--- config.mk ---
export PLATFORM = sky130hd
export DESIGN_NAME = regfile_writeback_ctrl
export DESIGN_NICKNAME = d
export VERILOG_FILES = /design/src/rtl/regfile_writeback_ctrl_pkg.sv /design/src/rtl/regfile_writeback_ctrl_fifo.sv /design/src/rtl/regfile_writeback_ctrl.sv
export SDC_FILE = /design/constraint.sdc
export NUM_CORES = 1
export LEC_CHECK = 0
export ABC_AREA = 1
export CAP_MARGIN = 30
export CORE_MARGIN = 3
export CORE_UTILIZATION = 45
export CTS_CLUSTER_SIZE = 40
export DETAILED_ROUTE_END_ITERATION = 8
export MAX_ROUTING_LAYER = met4
export PLACE_DENSITY_LB_ADDON = 0.1
export REMOVE_ABC_BUFFERS = 1
export SYNTH_ARGS = -nofsm -noshare
export SYNTH_HDL_FRONTEND = slang
export SYNTH_SLANG_ARGS = --single-unit
--- constraint.sdc ---
create_clock -name clk -period 3.7 [get_ports clk]
set_clock_uncertainty 0.05 [all_clocks]
set_input_delay 0.555 -clock clk [delete_from_list [all_inputs] [get_ports clk]]
set_output_delay 0.555 -clock clk [all_outputs]
set_load 0.02 [all_outputs]
--- src/rtl/regfile_writeback_ctrl_pkg.sv ---
// rtl/regfile_writeback_ctrl_pkg.sv - shared register-file constants and result record
package regfile_writeback_ctrl_pkg;

  localparam int DATA_W     = 8;
  localparam int ADDR_W     = 2;
  localparam int NUM_REGS   = 2 ** ADDR_W;
  localparam int FIFO_DEPTH = 4;
  localparam int CNT_W      = 2;

  // One buffered write-back: destination register and its value.
  typedef struct packed {
    logic [ADDR_W-1:0] dest;
    logic [DATA_W-1:0] data;
  } wb_result_t;

endpackage

--- src/rtl/regfile_writeback_ctrl_fifo.sv ---
// rtl/regfile_writeback_ctrl_fifo.sv - synchronous result FIFO with simultaneous push/pop
module wb_result_fifo
  import regfile_writeback_ctrl_pkg::*;
#(
  parameter int DEPTH = FIFO_DEPTH
) (
  input  logic       clk,
  input  logic       rst_n,
  input  logic       push,
  input  wb_result_t push_rec,
  input  logic       pop,
  output wb_result_t head,
  output logic       full,
  output logic       empty
);

  localparam int PTR_W = $clog2(DEPTH);

  wb_result_t       mem [DEPTH];
  logic [PTR_W:0]   wr_ptr;
  logic [PTR_W:0]   rd_ptr;
  logic             push_ok;
  logic             pop_ok;

  // Extra pointer bit distinguishes full from empty when the indices match.
  assign empty   = (wr_ptr == rd_ptr);
  assign full    = (wr_ptr[PTR_W] != rd_ptr[PTR_W]) &&
                   (wr_ptr[PTR_W-1:0] == rd_ptr[PTR_W-1:0]);
  assign push_ok = push && !full;
  assign pop_ok  = pop && !empty;
  assign head    = mem[rd_ptr[PTR_W-1:0]];

  // Pointer update; a full FIFO refuses pushes even when popping this cycle.
  always_ff @(posedge clk or negedge rst_n) begin
    if (!rst_n) begin
      wr_ptr <= '0;
      rd_ptr <= '0;
    end else begin
      if (push_ok) wr_ptr <= wr_ptr + (PTR_W+1)'(1);
      if (pop_ok)  rd_ptr <= rd_ptr + (PTR_W+1)'(1);
    end
  end

  // Storage write; contents need no reset since the pointers gate visibility.
  always_ff @(posedge clk) begin
    if (push_ok) mem[wr_ptr[PTR_W-1:0]] <= push_rec;
  end

endmodule

--- src/rtl/regfile_writeback_ctrl.sv ---
// rtl/regfile_writeback_ctrl.sv - ALU/load write-back arbiter, drain and pending-write scoreboard
module regfile_writeback_ctrl
  import regfile_writeback_ctrl_pkg::*;
(
  input  logic                clk,
  input  logic                rst_n,
  input  logic                alu_valid,
  output logic                alu_ready,
  input  logic [ADDR_W-1:0]   alu_dest,
  input  logic [DATA_W-1:0]   alu_data,
  input  logic                mem_valid,
  output logic                mem_ready,
  input  logic [ADDR_W-1:0]   mem_dest,
  input  logic [DATA_W-1:0]   mem_data,
  input  logic                issue_valid,
  input  logic [ADDR_W-1:0]   issue_dest,
  output logic                issue_stall,
  output logic [NUM_REGS-1:0] pending,
  output logic                write_en,
  output logic [ADDR_W-1:0]   write_sel,
  output logic [DATA_W-1:0]   write_data
);

  localparam logic [CNT_W-1:0] CNT_MAX = '1;

  logic             full;
  logic             empty;
  logic             push;
  logic             pop;
  wb_result_t       push_rec;
  wb_result_t       head;

  logic [CNT_W-1:0]    cnt      [NUM_REGS];
  logic [CNT_W-1:0]    cnt_next [NUM_REGS];
  logic [NUM_REGS-1:0] inc_vec;
  logic [NUM_REGS-1:0] dec_vec;
  logic                inc_ok;

  // Loads win over the ALU; readiness never looks at the same source's valid.
  assign mem_ready = !full;
  assign alu_ready = !full && !mem_valid;
  assign push      = (mem_valid || alu_valid) && !full;
  assign pop       = !empty;

  // Select the record offered to the FIFO this cycle.
  always_comb begin
    push_rec = '{dest: alu_dest, data: alu_data};
    if (mem_valid) push_rec = '{dest: mem_dest, data: mem_data};
  end

  wb_result_fifo #(.DEPTH(FIFO_DEPTH)) u_fifo (
    .clk      (clk),
    .rst_n    (rst_n),
    .push     (push),
    .push_rec (push_rec),
    .pop      (pop),
    .head     (head),
    .full     (full),
    .empty    (empty)
  );

  // Drain one buffered result per cycle onto the register-file write port.
  always_ff @(posedge clk or negedge rst_n) begin
    if (!rst_n) begin
      write_en   <= 1'b0;
      write_sel  <= '0;
      write_data <= '0;
    end else begin
      write_en <= pop;
      if (pop) begin
        write_sel  <= head.dest;
        write_data <= head.data;
      end
    end
  end

  assign issue_stall = issue_valid && (cnt[issue_dest] == CNT_MAX);
  assign inc_ok      = issue_valid && !issue_stall;

  // Per-register next count: issue adds, a completed write removes, both cancel.
  always_comb begin
    inc_vec = '0;
    dec_vec = '0;
    for (int r = 0; r < NUM_REGS; r++) begin
      cnt_next[r] = cnt[r];
      inc_vec[r]  = inc_ok && (issue_dest == ADDR_W'(r));
      dec_vec[r]  = write_en && (write_sel == ADDR_W'(r)) && (cnt[r] != '0);
      if (inc_vec[r] && !dec_vec[r])      cnt_next[r] = cnt[r] + CNT_W'(1);
      else if (dec_vec[r] && !inc_vec[r]) cnt_next[r] = cnt[r] - CNT_W'(1);
    end
  end

  // Scoreboard counters and the registered pending flags derived from them.
  always_ff @(posedge clk or negedge rst_n) begin
    if (!rst_n) begin
      for (int r = 0; r < NUM_REGS; r++) cnt[r] <= '0;
      pending <= '0;
    end else begin
      for (int r = 0; r < NUM_REGS; r++) begin
        cnt[r]     <= cnt_next[r];
        pending[r] <= (cnt_next[r] != '0);
      end
    end
  end

  // A write to a register with nothing outstanding means decode and producers disagree.
  assert property (@(posedge clk) disable iff (!rst_n)
    !(write_en && (cnt[write_sel] == '0) && !(inc_ok && (issue_dest == write_sel))));

endmodule

# Word-level counts from Yosys, hierarchy flattened
# Memory sizes are Yosys's and may differ from the RTL's. A register that Yosys moved wholly into a read port is not among the register bits.
# Cells that the tools add are included.
[word_totals] mem_bits_rw=40 in_bits=27 regBits=19 mem_count=1
[op_classes] reduce_logical=51 bitwise=1 muxes=14 n_lt_le_gt_ge=1 eq_ne=10 addsub=10
[memory_table] name="u_fifo.mem" depth=4 width=10 read_ports=1 rd_clocked_by_memory_dff=1 wr=1 line="regfile_writeback_ctrl_fifo.sv:19" rtl="wb_result_t mem [DEPTH];"
[ops] op="$logic_and A1 B1 Y1" n=26
[ops] op="$mux W2" n=10
[ops] op="$reduce_bool A2 Y1" n=8
[ops] op="$logic_not A1 Y1" n=14
[ops] op="$eq A2 B2 Y1 const B" n=5
[ops] op="$mux W10" n=1
[ops] op="$add A2 B1 Y2 const B" n=4
[ops] op="$sub A2 B1 Y2 const B" n=4
[ops] op="$add A3 B1 Y3 const B" n=2
[ops] op="$bmux W2 S2" n=1
[ops] op="$eq A2 B1 Y1 const B" n=2
[ops] op="$logic_not A2 Y1" n=2
[ops] op="$eq A3 B3 Y1" n=1
[ops] op="$ge A3 B3 Y1 const B" n=1
[ops] op="$not A2 Y3" n=1
[ops] op="$eq A2 B2 Y1" n=1
[ops] op="$mux W1" n=2
[ops] op="$logic_or A1 B1 Y1" n=1
[ops] op="$ne A1 B1 Y1" n=1

# Longest topological paths before layout
# Gate-level depths: netlist of run 1.
[depth] depth_word=14 depth_mapped=14

# By module
# Synthesis of run 1 repeated with hierarchy kept, for this count alone.
[hier_totals] hier_cells=368 hier_area_um2=3394.5
[modules_own_cells] mod="wb_result_fifo" area_each_um2=1910.6 cells_per_inst=158 seq_area_each_um2=1351.3 instances=1
[modules_own_cells] mod="regfile_writeback_ctrl" area_each_um2=1483.9 cells_per_inst=210 seq_area_each_um2=575.6 instances=1

# Worst setup path after synthesis of run 1
# OpenSTA, ideal clock, no wires.
[synth_timing] kind="reg2reg" startpoint="register u_fifo.rd_ptr[2]" endpoint="memory u_fifo.mem[0][0] (netlist bit) (enable)" setup_slack_ps=1746 period_less_slack_ps=1954 arrival_ps=1527 setup_ps=376 stages_incl_launch_ff=5 path_cell_list="dfrtp_1 > xnor2_1 > nand3b_1 > o21ai_2 > nor2_1"
[synth_between] elab_chain_cells=7
[synth_rtl] element="from (decl)" line="regfile_writeback_ctrl_fifo.sv:21" rtl="logic [PTR_W:0] rd_ptr;"
[synth_rtl] element="from (signal assigned)" line="regfile_writeback_ctrl_fifo.sv:40" rtl="if (pop_ok) rd_ptr <= rd_ptr + (PTR_W+1)'(1);"
[synth_rtl] element="$ne A1 B1 Y1 (*)" line="regfile_writeback_ctrl_fifo.sv:27" rtl="assign full = (wr_ptr[PTR_W] != rd_ptr[PTR_W]) &&"
[synth_rtl] element="$logic_and A1 B1 Y1 (*)" line="regfile_writeback_ctrl_fifo.sv:27"
[synth_rtl] element="$logic_not A1 Y1 (*)"
[synth_rtl] element="net mem_ready" line="regfile_writeback_ctrl.sv:12" rtl="output logic mem_ready,"
[synth_rtl] element="$logic_and A1 B1 Y1" line="regfile_writeback_ctrl.sv:42" rtl="assign push = (mem_valid || alu_valid) && !full;"
[synth_rtl] element="$logic_and A1 B1 Y1 (*)" line="regfile_writeback_ctrl_fifo.sv:29" rtl="assign push_ok = push && !full;"
[synth_rtl] element="$mux W1 (*)" line="regfile_writeback_ctrl_fifo.sv:46" rtl="if (push_ok) mem[wr_ptr[PTR_W-1:0]] <= push_rec;"
[synth_rtl] element="$mux W1 (implied by the code) (*)" line="regfile_writeback_ctrl_fifo.sv:46"
[synth_rtl] element="to (decl)" line="regfile_writeback_ctrl_fifo.sv:19"
# The timed path passes the listed nets; every way through them passes the cells marked *.

# Worst setup path in the final report of run 1
[layout_timing] startpoint="input port issue_dest[0]" endpoint="output port issue_stall"
[layout_between] elab_chain_cells=6
[layout_rtl] element="from (decl)" line="regfile_writeback_ctrl.sv:16" rtl="input logic [ADDR_W-1:0] issue_dest,"
[layout_rtl] element="$not A2 Y3 (implied by the code)" line="regfile_writeback_ctrl.sv:77" rtl="assign issue_stall = issue_valid && (cnt[issue_dest] == CNT_MAX);"
[layout_rtl] element="$bmux W2 S2" line="regfile_writeback_ctrl.sv:77"
[layout_rtl] element="$mux W2 (implied by the code) (2 in a row)" line="regfile_writeback_ctrl.sv:77"
[layout_rtl] element="$eq A2 B2 Y1" line="regfile_writeback_ctrl.sv:77"
[layout_rtl] element="$logic_and A1 B1 Y1" line="regfile_writeback_ctrl.sv:77"
[layout_rtl] element="to (decl)" line="regfile_writeback_ctrl.sv:17" rtl="output logic issue_stall,"
# Every way passes these cells. The select of a mux whose other input is x is not followed.

==> impl_metrics.py, run 1 <==
metrics = {
    "synthesis": {
        "yosys-top-cells-area": "edfxtp_1 (37%), dfrtp_1 (22%), nand2_1 (8.3%)",
        "yosysWarningCount": 0,
        "synth.most_common_cell": "nand2_1",
        "synth-seq-area-share": 0.587,
        "synth_cells": 342,
        "synth.distinct_cells": 26,
        "async_reset_ff_frac": 0.420,
        "syn_area_per_cell_um2": 9.60,
        "synth_edf_count": 40,
        "yosys.area.top_type": "edfxtp_1",
        "synth_commonest_cells": "nand2_1 (73), nor2_1 (56), edfxtp_1 (40)",
        "synth-main-ff-cell": "edfxtp_1",
        "ys_ff_latch": 69,
        "synth_area_um2": 3280,
        "synth.top_cell.area_share": 0.366,
    },
    "min_path": {
        "holdCritPathClass": "reg2reg",
        "whs_endpoint": "u_fifo.wr_ptr[2]",
        "hp-start": "u_fifo.wr_ptr[2]",
        "whs_path_depth": 1,
    },
    "power": {
        "switchingPower_uw": 1410,
        "swShare": 0.389,
        "cellPowerDensity_nw_per_um2": 887,
        "p_seq_frac": 0.363,
        "pwr-share-comb": 0.432,
        "p_leak_uw": 0.00184,
        "clockPowerShare": 0.205,
        "intPower_uw": 2210,
        "vdd_ir_drop_max_mv": 0.336,
    },
    "finish": {
        "area_growth_pct": 24.3,
        "seqCellArea_um2": 1930,
        "multiInputGateArea_um2": 1140,
        "diodes": 0,
        "fillers": 622,
        "drive_gt1_frac": 0.144,
        "final_cells": 493,
        "final_nets": 428,
    },
    "timing": {
        "holdWs_ns": 0.439,
        "setup_tns_ns": 0,
        "tightestPinTransition_ns": 0.706,
        "slew_headroom": 0.529,
        "finalSetupViolations": 0,
        "setup_slack_ns": 0.703,
        "fin_crit_ns": 3.00,
        "drv_slew": 0,
        "fin_crit_sh": 0.810,
        "hold_violations": 0,
        "rsz0062_at_grt": "false",
        "fmax_ghz": 0.334,
    },
    "floorplanning": {
        "std_cell_rows": 30,
        "coreArea_um2": 6940,
        "die-area_um2": 8360,
        "fp.dieW_um": 91.4,
        "die_h_um": 91.4,
        "start_util": 0.473,
        "io-pin-count": 45,
    },
    "job": {
        "maxCapViolations": 0,
    },
    "setup_path": {
        "r2r_end": "u_fifo.mem[3][8]",
        "cp.arrival_ns": 2.39,
        "reg2reg_slack_ns": 1.65,
        "cp-end-kind": "primary output",
        "crit_type": "in2out",
        "cp-start-kind": "input port",
        "startpoint": "issue_dest[0]",
        "cp.required_ns": 3.09,
        "r2r-start": "u_fifo.rd_ptr[1]",
        "critPathMaxFanout": 9,
        "rr_worst_depth": 5,
    },
    "drt": {
        "antenna_left": 0,
        "num_vias": 2385,
        "dr.pass1.iters": 4,
        "drt-total-wl_mm": 6.39,
        "vias_per_cell": 4.84,
        "wire_per_inst_um": 13.0,
        "drcViolationCount": 0,
        "drt_first_iter_violations": 111,
    },
    "clocking": {
        "clk_latency_ns": 0.34,
        "cts_tree": "built",
        "cts.clk_slew.worst_paths_ns": 0.07,
        "root_buffer": "clkbuf_8",
        "hold_buffers": 0,
        "cts_sinks": 69,
        "cts_resized": 0,
        "cts_max_level": 3,
        "numCtsBuffers": 9,
        "cts_buffer_depth": 2,
        "cts_setup_buffers": 0,
    },
    "placement": {
        "place_inst": 477,
        "dp_slack_ns": 0.714,
        "port_buffers": 44,
        "place.gp.congestion": 0.775,
        "dp_hpwl_mm": 4.43,
    },
    "global_routing": {
        "grt-ovfl-total": 0,
        "grtUsageTotal": 0.171,
        "grt_pass1_vias": 2328,
        "antenna_found_initial": 0,
        "grt_start_max_net_pins": 30,
        "grt_pass1_wl_mm": 10.7,
    },
    "run_status": {
        "status": "finished clean",
    },
}
through the flow:
step	util	power (uW)	instance area [um^2]
3_3_place_gp	0.552	2880	3840
3_5_place_dp	0.552	2930	3840
2_1_floorplan	-	2380	3220
4_1_cts	0.588	3670	4080
6_report	0.588	3620	4080
5_1_grt	0.588	3920	4080
worst max-delay path by stage:
| stage | slack [ns] | depth (start not counted) | endpoint |
|---|---|---|---|
| final | 0.70 | 8 | issue_stall |
| after global routing | 0.56 | 8 | issue_stall |
| after CTS | 0.71 | 8 | issue_stall |
| after detailed placement | 0.71 | 8 | issue_stall |
| after global placement | 0.76 | 8 | issue_stall |
| after floorplan | 1.51 | 4 | u_fifo.mem[0][0] |
worst max-delay path, stage by stage:
cell and delay [ns]:
clkdlybuf4s50_1 0.68, nand2_1 0.10, nand2_1 0.09, nand2_1 0.06
nand2_2 0.09, nand2_4 0.11, nor2_1 0.11, clkdlybuf4s50_1 0.60
power groups by stage:
stage | combinational, uW | clock, uW | sequential (uW)
after floorplan | 971 | 0 | 1400
after global placement | 1550 | 0 | 1330
after detailed placement | 1590 | 0 | 1330
after CTS | 1600 | 755 | 1320
after global routing | 1780 | 788 | 1350
final | 1560 | 742 | 1310
layout by cell type (no fill, tap or decap), types with 3 or more instances in the layout:
master and count:
xor2_1 3, clkbuf_8 9, a31oi_1 8, clkdlybuf4s50_1 44
nand3_1 12, o21ai_0 23, nor2_1 56, xnor2_1 4
nand4_2 4, edfxtp_1 40, inv_1 35, ha_1 9
bufinv_16 3, dfrtp_1 29, buf_4 7, nand2_1 73
nand3_2 5, inv_2 4, nand2_2 17
sequential cells by signal (all words and copies together) (netlist names):
register and flops:
write_en 1, u_fifo.wr_ptr 3, u_fifo.rd_ptr 3, write_sel 2, pending 4, write_data 8, cnt 8, u_fifo.mem 40
final cells by class:
cell class	count	area share
tap	96	0.0294
multi-input combinational	221	0.280
timing repair buffer	51	0.121
sequential	69	0.472
inverter	40	0.0380
clock inverter	7	0.0297
clock buffer	9	0.0303
routing by layer:
layer / part of all wire / GRT usage
met1: 0.43 / 0.185
met2: 0.50 / 0.298
met3: 0.042 / 0.0340
met4: 0.025 / 0.0842
met5: 0 / -
cells by family (layout without fill, tap and decap cells):
group	count (synthesis)	in the layout	share of synthesized area
adder cells (fa/ha/maj)	9	9	0.0343
buffers and inverters	52	107	0.0655
XOR/XNOR	7	7	0.0187
flip-flops	69	69	0.587
AND/OR/NAND/NOR	170	170	0.236
AO/OA/AOI/OAI	35	35	0.0583
No activity file was read; power rests on OpenSTA's default activity.
==> run 2, diff against run 1 <==
- clock period: 3.7 -> 2.9 ns (I/O delays scaled with it)
==> run 2 against run 1 <==
Clock power increased by 18%. Cell area decreased by 0.18%. Sequential share of layout area increased by 0.087 points. Count of clock-buffer cells in the layout unchanged. Routed wire length increased by 3.2%. Core utilization decreased by 0.11 points. Final cell count increased by 0.41%. Worst setup slack got worse by 0.56 ns.
==> impl_metrics.py, run 2 (synthesis results as in run 1) <==
metrics = {
    "run_status": {
        "status": "finished clean",
    },
    "floorplanning": {
        "fp.dieW_um": 91.4,
        "coreArea_um2": 6940,
        "die-area_um2": 8360,
        "std_cell_rows": 30,
        "io-pin-count": 45,
        "start_util": 0.473,
        "die_h_um": 91.4,
    },
    "clocking": {
        "cts_max_level": 3,
        "root_buffer": "clkbuf_8",
        "clk_latency_ns": 0.34,
        "cts_resized": 0,
        "cts_sinks": 69,
        "numCtsBuffers": 9,
        "cts_setup_buffers": 0,
        "hold_buffers": 0,
        "cts_tree": "built",
        "cts_buffer_depth": 2,
        "cts.clk_slew.worst_paths_ns": 0.08,
    },
    "timing": {
        "fin_crit_ns": 2.75,
        "fin_crit_sh": 0.949,
        "slew_headroom": 0.374,
        "setup_tns_ns": 0,
        "fmax_ghz": 0.363,
        "setup_slack_ns": 0.147,
        "drv_slew": 0,
        "finalSetupViolations": 0,
        "rsz0062_at_grt": "false",
        "tightestPinTransition_ns": 0.935,
        "hold_violations": 0,
    },
    "global_routing": {
        "antenna_found_initial": 0,
        "grt_pass1_wl_mm": 11.2,
        "grt-ovfl-total": 0,
        "grt_start_max_net_pins": 30,
        "grtUsageTotal": 0.178,
        "grt_pass1_vias": 2337,
    },
    "finish": {
        "largest_register_ffs": 40,
        "final_nets": 430,
        "area_growth_pct": 24.1,
        "drive_gt1_frac": 0.148,
        "post-route-util": 0.587,
        "final_common_cell": "nand2_1",
        "diodes": 0,
        "final_cell_mix": "nand2_1 (73), nor2_1 (56), clkdlybuf4s50_1 (44)",
    },
    "drt": {
        "num_vias": 2420,
        "vias_per_cell": 4.89,
        "dr.pass1.iters": 4,
        "drcViolationCount": 0,
        "wire_per_inst_um": 13.3,
        "antenna_left": 0,
        "drt_first_iter_violations": 98,
        "drt-total-wl_mm": 6.60,
    },
    "setup_path": {
        "cp_num_buf_inv": 2,
        "cp_slowest_cell": "clkdlybuf4s50_1",
        "cp-start-kind": "input port",
        "cp.required_ns": 2.41,
        "crit_family": "buffers and inverters",
        "crit_path_max_incr_delay_ns": 0.69,
        "cp-end-kind": "primary output",
        "path_cells": "clkdlybuf4s50_1 -> nand2_1 -> nand2_1 -> nand2_2 -> nand2_2 -> nand2_4 -> nor2_1 -> clkdlybuf4s50_1",
        "crit_type": "in2out",
        "critPathMaxFanout": 9,
        "reg2reg_slack_ns": 0.73,
        "cp.arrival_ns": 2.27,
    },
    "power": {
        "cellPowerDensity_nw_per_um2": 1120,
        "vdd_ir_drop_max_mv": 0.455,
        "p_leak_uw": 0.00183,
    },
    "placement": {
        "dp_hpwl_mm": 4.47,
        "dp_slack_ns": 0.151,
        "place.gp.congestion": 0.833,
        "port_buffers": 44,
    },
    "job": {
        "maxCapViolations": 0,
    },
    "min_path": {
        "holdCritPathClass": "in2async",
    },
}
-- run 2: cell types whose count changed in the layout (fill, tap and decap cells not counted) --
cell / delta
buf_4: +2
bufinv_16: -1
clkinvlp_4: +1
-- run 2: where the power goes --
group | internal, uW | switching, uW | leakage [uW] | total [uW]
Clock | 488 | 388 | 0.000110 | 876
Sequential | 1470 | 197 | 0.000694 | 1670
Combinational | 782 | 1230 | 0.00103 | 2020
-- run 2: path summary, 6_finish.rpt --
path	start	end	depth (start not counted)
setup / recovery	issue_dest[0]	issue_stall	8
hold / removal	rst_n	cnt[3]	2
setup reg to reg	u_fifo.rd_ptr[2]	u_fifo.mem[0][2]	4
hold reg to reg	u_fifo.rd_ptr[2]	u_fifo.rd_ptr[2]	1
max in group asynchronous	rst_n	write_data[0]	2
min in group clk	u_fifo.rd_ptr[2]	u_fifo.rd_ptr[2]	1
-- run 2: area by class of cell --
| class | count | area, um^2 |
|---|---|---|
| Fill cell | 616 | 2870 |
| Sequential cell | 69 | 1930 |
| Multi-Input combinational cell | 221 | 1140 |
| Timing Repair Buffer | 53 | 508 |
| Inverter | 40 | 155 |
| Clock buffer | 9 | 124 |
| Tap cell | 96 | 120 |
| Clock inverter | 7 | 98.8 |
-- run 2: per-layer routing --
metal / global-route usage / vias up / share of wire
li1: - / 1206 / -
met3: 0.0439 / 8 / 0.052
met4: 0.0678 / 0 / 0.014
met5: - / - / 0
met1: 0.211 / 1148 / 0.42
met2: 0.293 / 58 / 0.51
-- run 2: metrics by stage --
stage	cell area [um^2]	total power [uW]	hold WS, ns	instances
final	4070	4560	0.424	495
after global placement	3850	3690	0.431	479
after floorplan	3220	3030	0.0894	330
after detailed placement	3850	3740	0.435	479
after global routing	4070	4960	0.462	495
after CTS	4070	4620	0.435	495
==> run 3, diff against run 2 <==
- RECOVER_POWER: unset -> 25
==> run 3 against run 2 <==
The flow now finishes with violations (max-capacitance violations, max-slew violations). Via count decreased by 0.29%. Sequential cell count unchanged. Routed wire length about the same. Highest routed layer unchanged.
==> impl_metrics.py, run 3 (synthesis results as in run 1) <==
metrics = {
    "timing": {
        "setup_tns_ns": 0,
        "fmax_ghz": 0.363,
        "rsz0062_at_grt": "false",
        "fin_crit_sh": 0.949,
        "fin_crit_ns": 2.75,
        "slew_headroom": -0.112,
        "finalSetupViolations": 0,
        "tightestPinTransition_ns": 1.67,
        "hold_violations": 0,
        "setup_slack_ns": 0.147,
        "drv_slew": 30,
    },
    "job": {
        "maxCapViolations": 1,
    },
    "setup_path": {
        "cp-end-kind": "primary output",
        "path_depth": 8,
        "crit_family": "buffers and inverters",
        "critPathMaxFanout": 9,
        "cp_slowest_cell": "clkdlybuf4s50_1",
        "cp-start-kind": "input port",
        "rr_worst_depth": 4,
        "cp.arrival_ns": 2.27,
        "path_cells": "clkdlybuf4s50_1 -> nand2_1 -> nand2_1 -> nand2_2 -> nand2_2 -> nand2_4 -> nor2_1 -> clkdlybuf4s50_1",
        "cp.required_ns": 2.41,
        "crit_path_max_incr_delay_ns": 0.69,
        "cp_num_buf_inv": 2,
        "reg2reg_slack_ns": 0.51,
        "crit_type": "in2out",
    },
    "floorplanning": {
        "std_cell_rows": 30,
        "die_h_um": 91.4,
        "start_util": 0.473,
        "io-pin-count": 45,
        "die-area_um2": 8360,
        "fp.dieW_um": 91.4,
        "coreArea_um2": 6940,
    },
    "min_path": {
        "holdCritPathClass": "reg2reg",
        "whs_path_depth": 1,
    },
    "drt": {
        "num_vias": 2413,
        "wire_per_inst_um": 13.3,
        "drcViolationCount": 0,
        "drt-total-wl_mm": 6.59,
        "vias_per_cell": 4.87,
        "dr.pass1.iters": 4,
        "antenna_left": 0,
        "drt_first_iter_violations": 99,
    },
    "finish": {
        "area_growth_pct": 23.7,
        "fillers": 620,
        "final_cell_mix": "nand2_1 (73), nor2_1 (56), clkdlybuf4s50_1 (42)",
        "largest_register_ffs": 40,
        "diodes": 0,
        "final_common_cell": "nand2_1",
        "final_nets": 430,
        "drive_gt1_frac": 0.140,
    },
    "global_routing": {
        "grt_pass1_wl_mm": 11.2,
        "antenna_found_initial": 0,
        "grt_pass1_vias": 2337,
        "grt-ovfl-total": 0,
        "grtUsageTotal": 0.178,
        "grt_start_max_net_pins": 30,
    },
    "clocking": {
        "cts_resized": 0,
        "root_buffer": "clkbuf_8",
        "cts_tree": "built",
        "cts_sinks": 69,
        "hold_buffers": 0,
        "cts_max_level": 3,
        "cts_setup_buffers": 0,
        "cts_buffer_depth": 2,
        "cts.clk_slew.worst_paths_ns": 0.08,
        "clk_latency_ns": 0.34,
        "numCtsBuffers": 9,
    },
    "placement": {
        "port_buffers": 44,
        "place.gp.congestion": 0.833,
        "dp_hpwl_mm": 4.47,
        "dp_slack_ns": 0.151,
    },
    "power": {
        "p_leak_uw": 0.00182,
        "vdd_ir_drop_max_mv": 0.455,
        "cellPowerDensity_nw_per_um2": 1120,
    },
    "run_status": {
        "status": "finished with violations",
        "violations": "max-capacitance violations, max-slew violations",
    },
}
run 3: metal layers:
metal	wire [um]	up-vias	GRT usage
met1	2770	1141	0.211
met3	348	8	0.0439
met4	95	0	0.0678
met5	0	-	-
li1	-	1204	-
met2	3380	60	0.293
run 3: cell type report:
type	count	area [um^2]	area share
repair buffers	53	500	0.123
flip-flops and latches	69	1930	0.474
well taps	96	120	0.0296
inverters	40	155	0.0382
clock inverters	7	98.8	0.0243
multi-input cells	221	1140	0.280
clock buffers	9	124	0.0305
run 3: stage by stage:
stage	utilization	hold slack, ns	instance area (um^2)	cells	power [uW]
final	0.585	0.458	4060	495	4560
after global routing	0.585	0.462	4060	495	4960
after CTS	0.587	0.435	4070	495	4620
after detailed placement	0.555	0.435	3850	479	3740
after global placement	0.555	0.431	3850	479	3690
after floorplan	-	0.0894	3220	330	3030
run 3: worst reg2reg max path, delay by kind of cell, from the launching register on:
kind | cells | cell delay, ns
AND/OR/NAND/NOR | 2 | 1.01
XOR/XNOR | 1 | 0.23
flip-flops | 1 | 0.41
AO/OA/AOI/OAI | 1 | 0.30
run 3: worst paths after layout:
check                                      start          endpoint
worst max-delay path               issue_dest[0]       issue_stall
worst min-delay path            u_fifo.rd_ptr[2]  u_fifo.rd_ptr[2]
worst max register to register  u_fifo.rd_ptr[2]  u_fifo.mem[0][2]
worst min register to register  u_fifo.rd_ptr[2]  u_fifo.rd_ptr[2]
max in group asynchronous                  rst_n     write_data[0]
min in group asynchronous                  rst_n            cnt[3]
run 3: where the power goes:
part	internal [uW]	leakage (uW)	switching (uW)	total, uW
Clock	488	0.000110	388	876
Sequential	1470	0.000694	197	1670
Combinational	778	0.00102	1230	2010
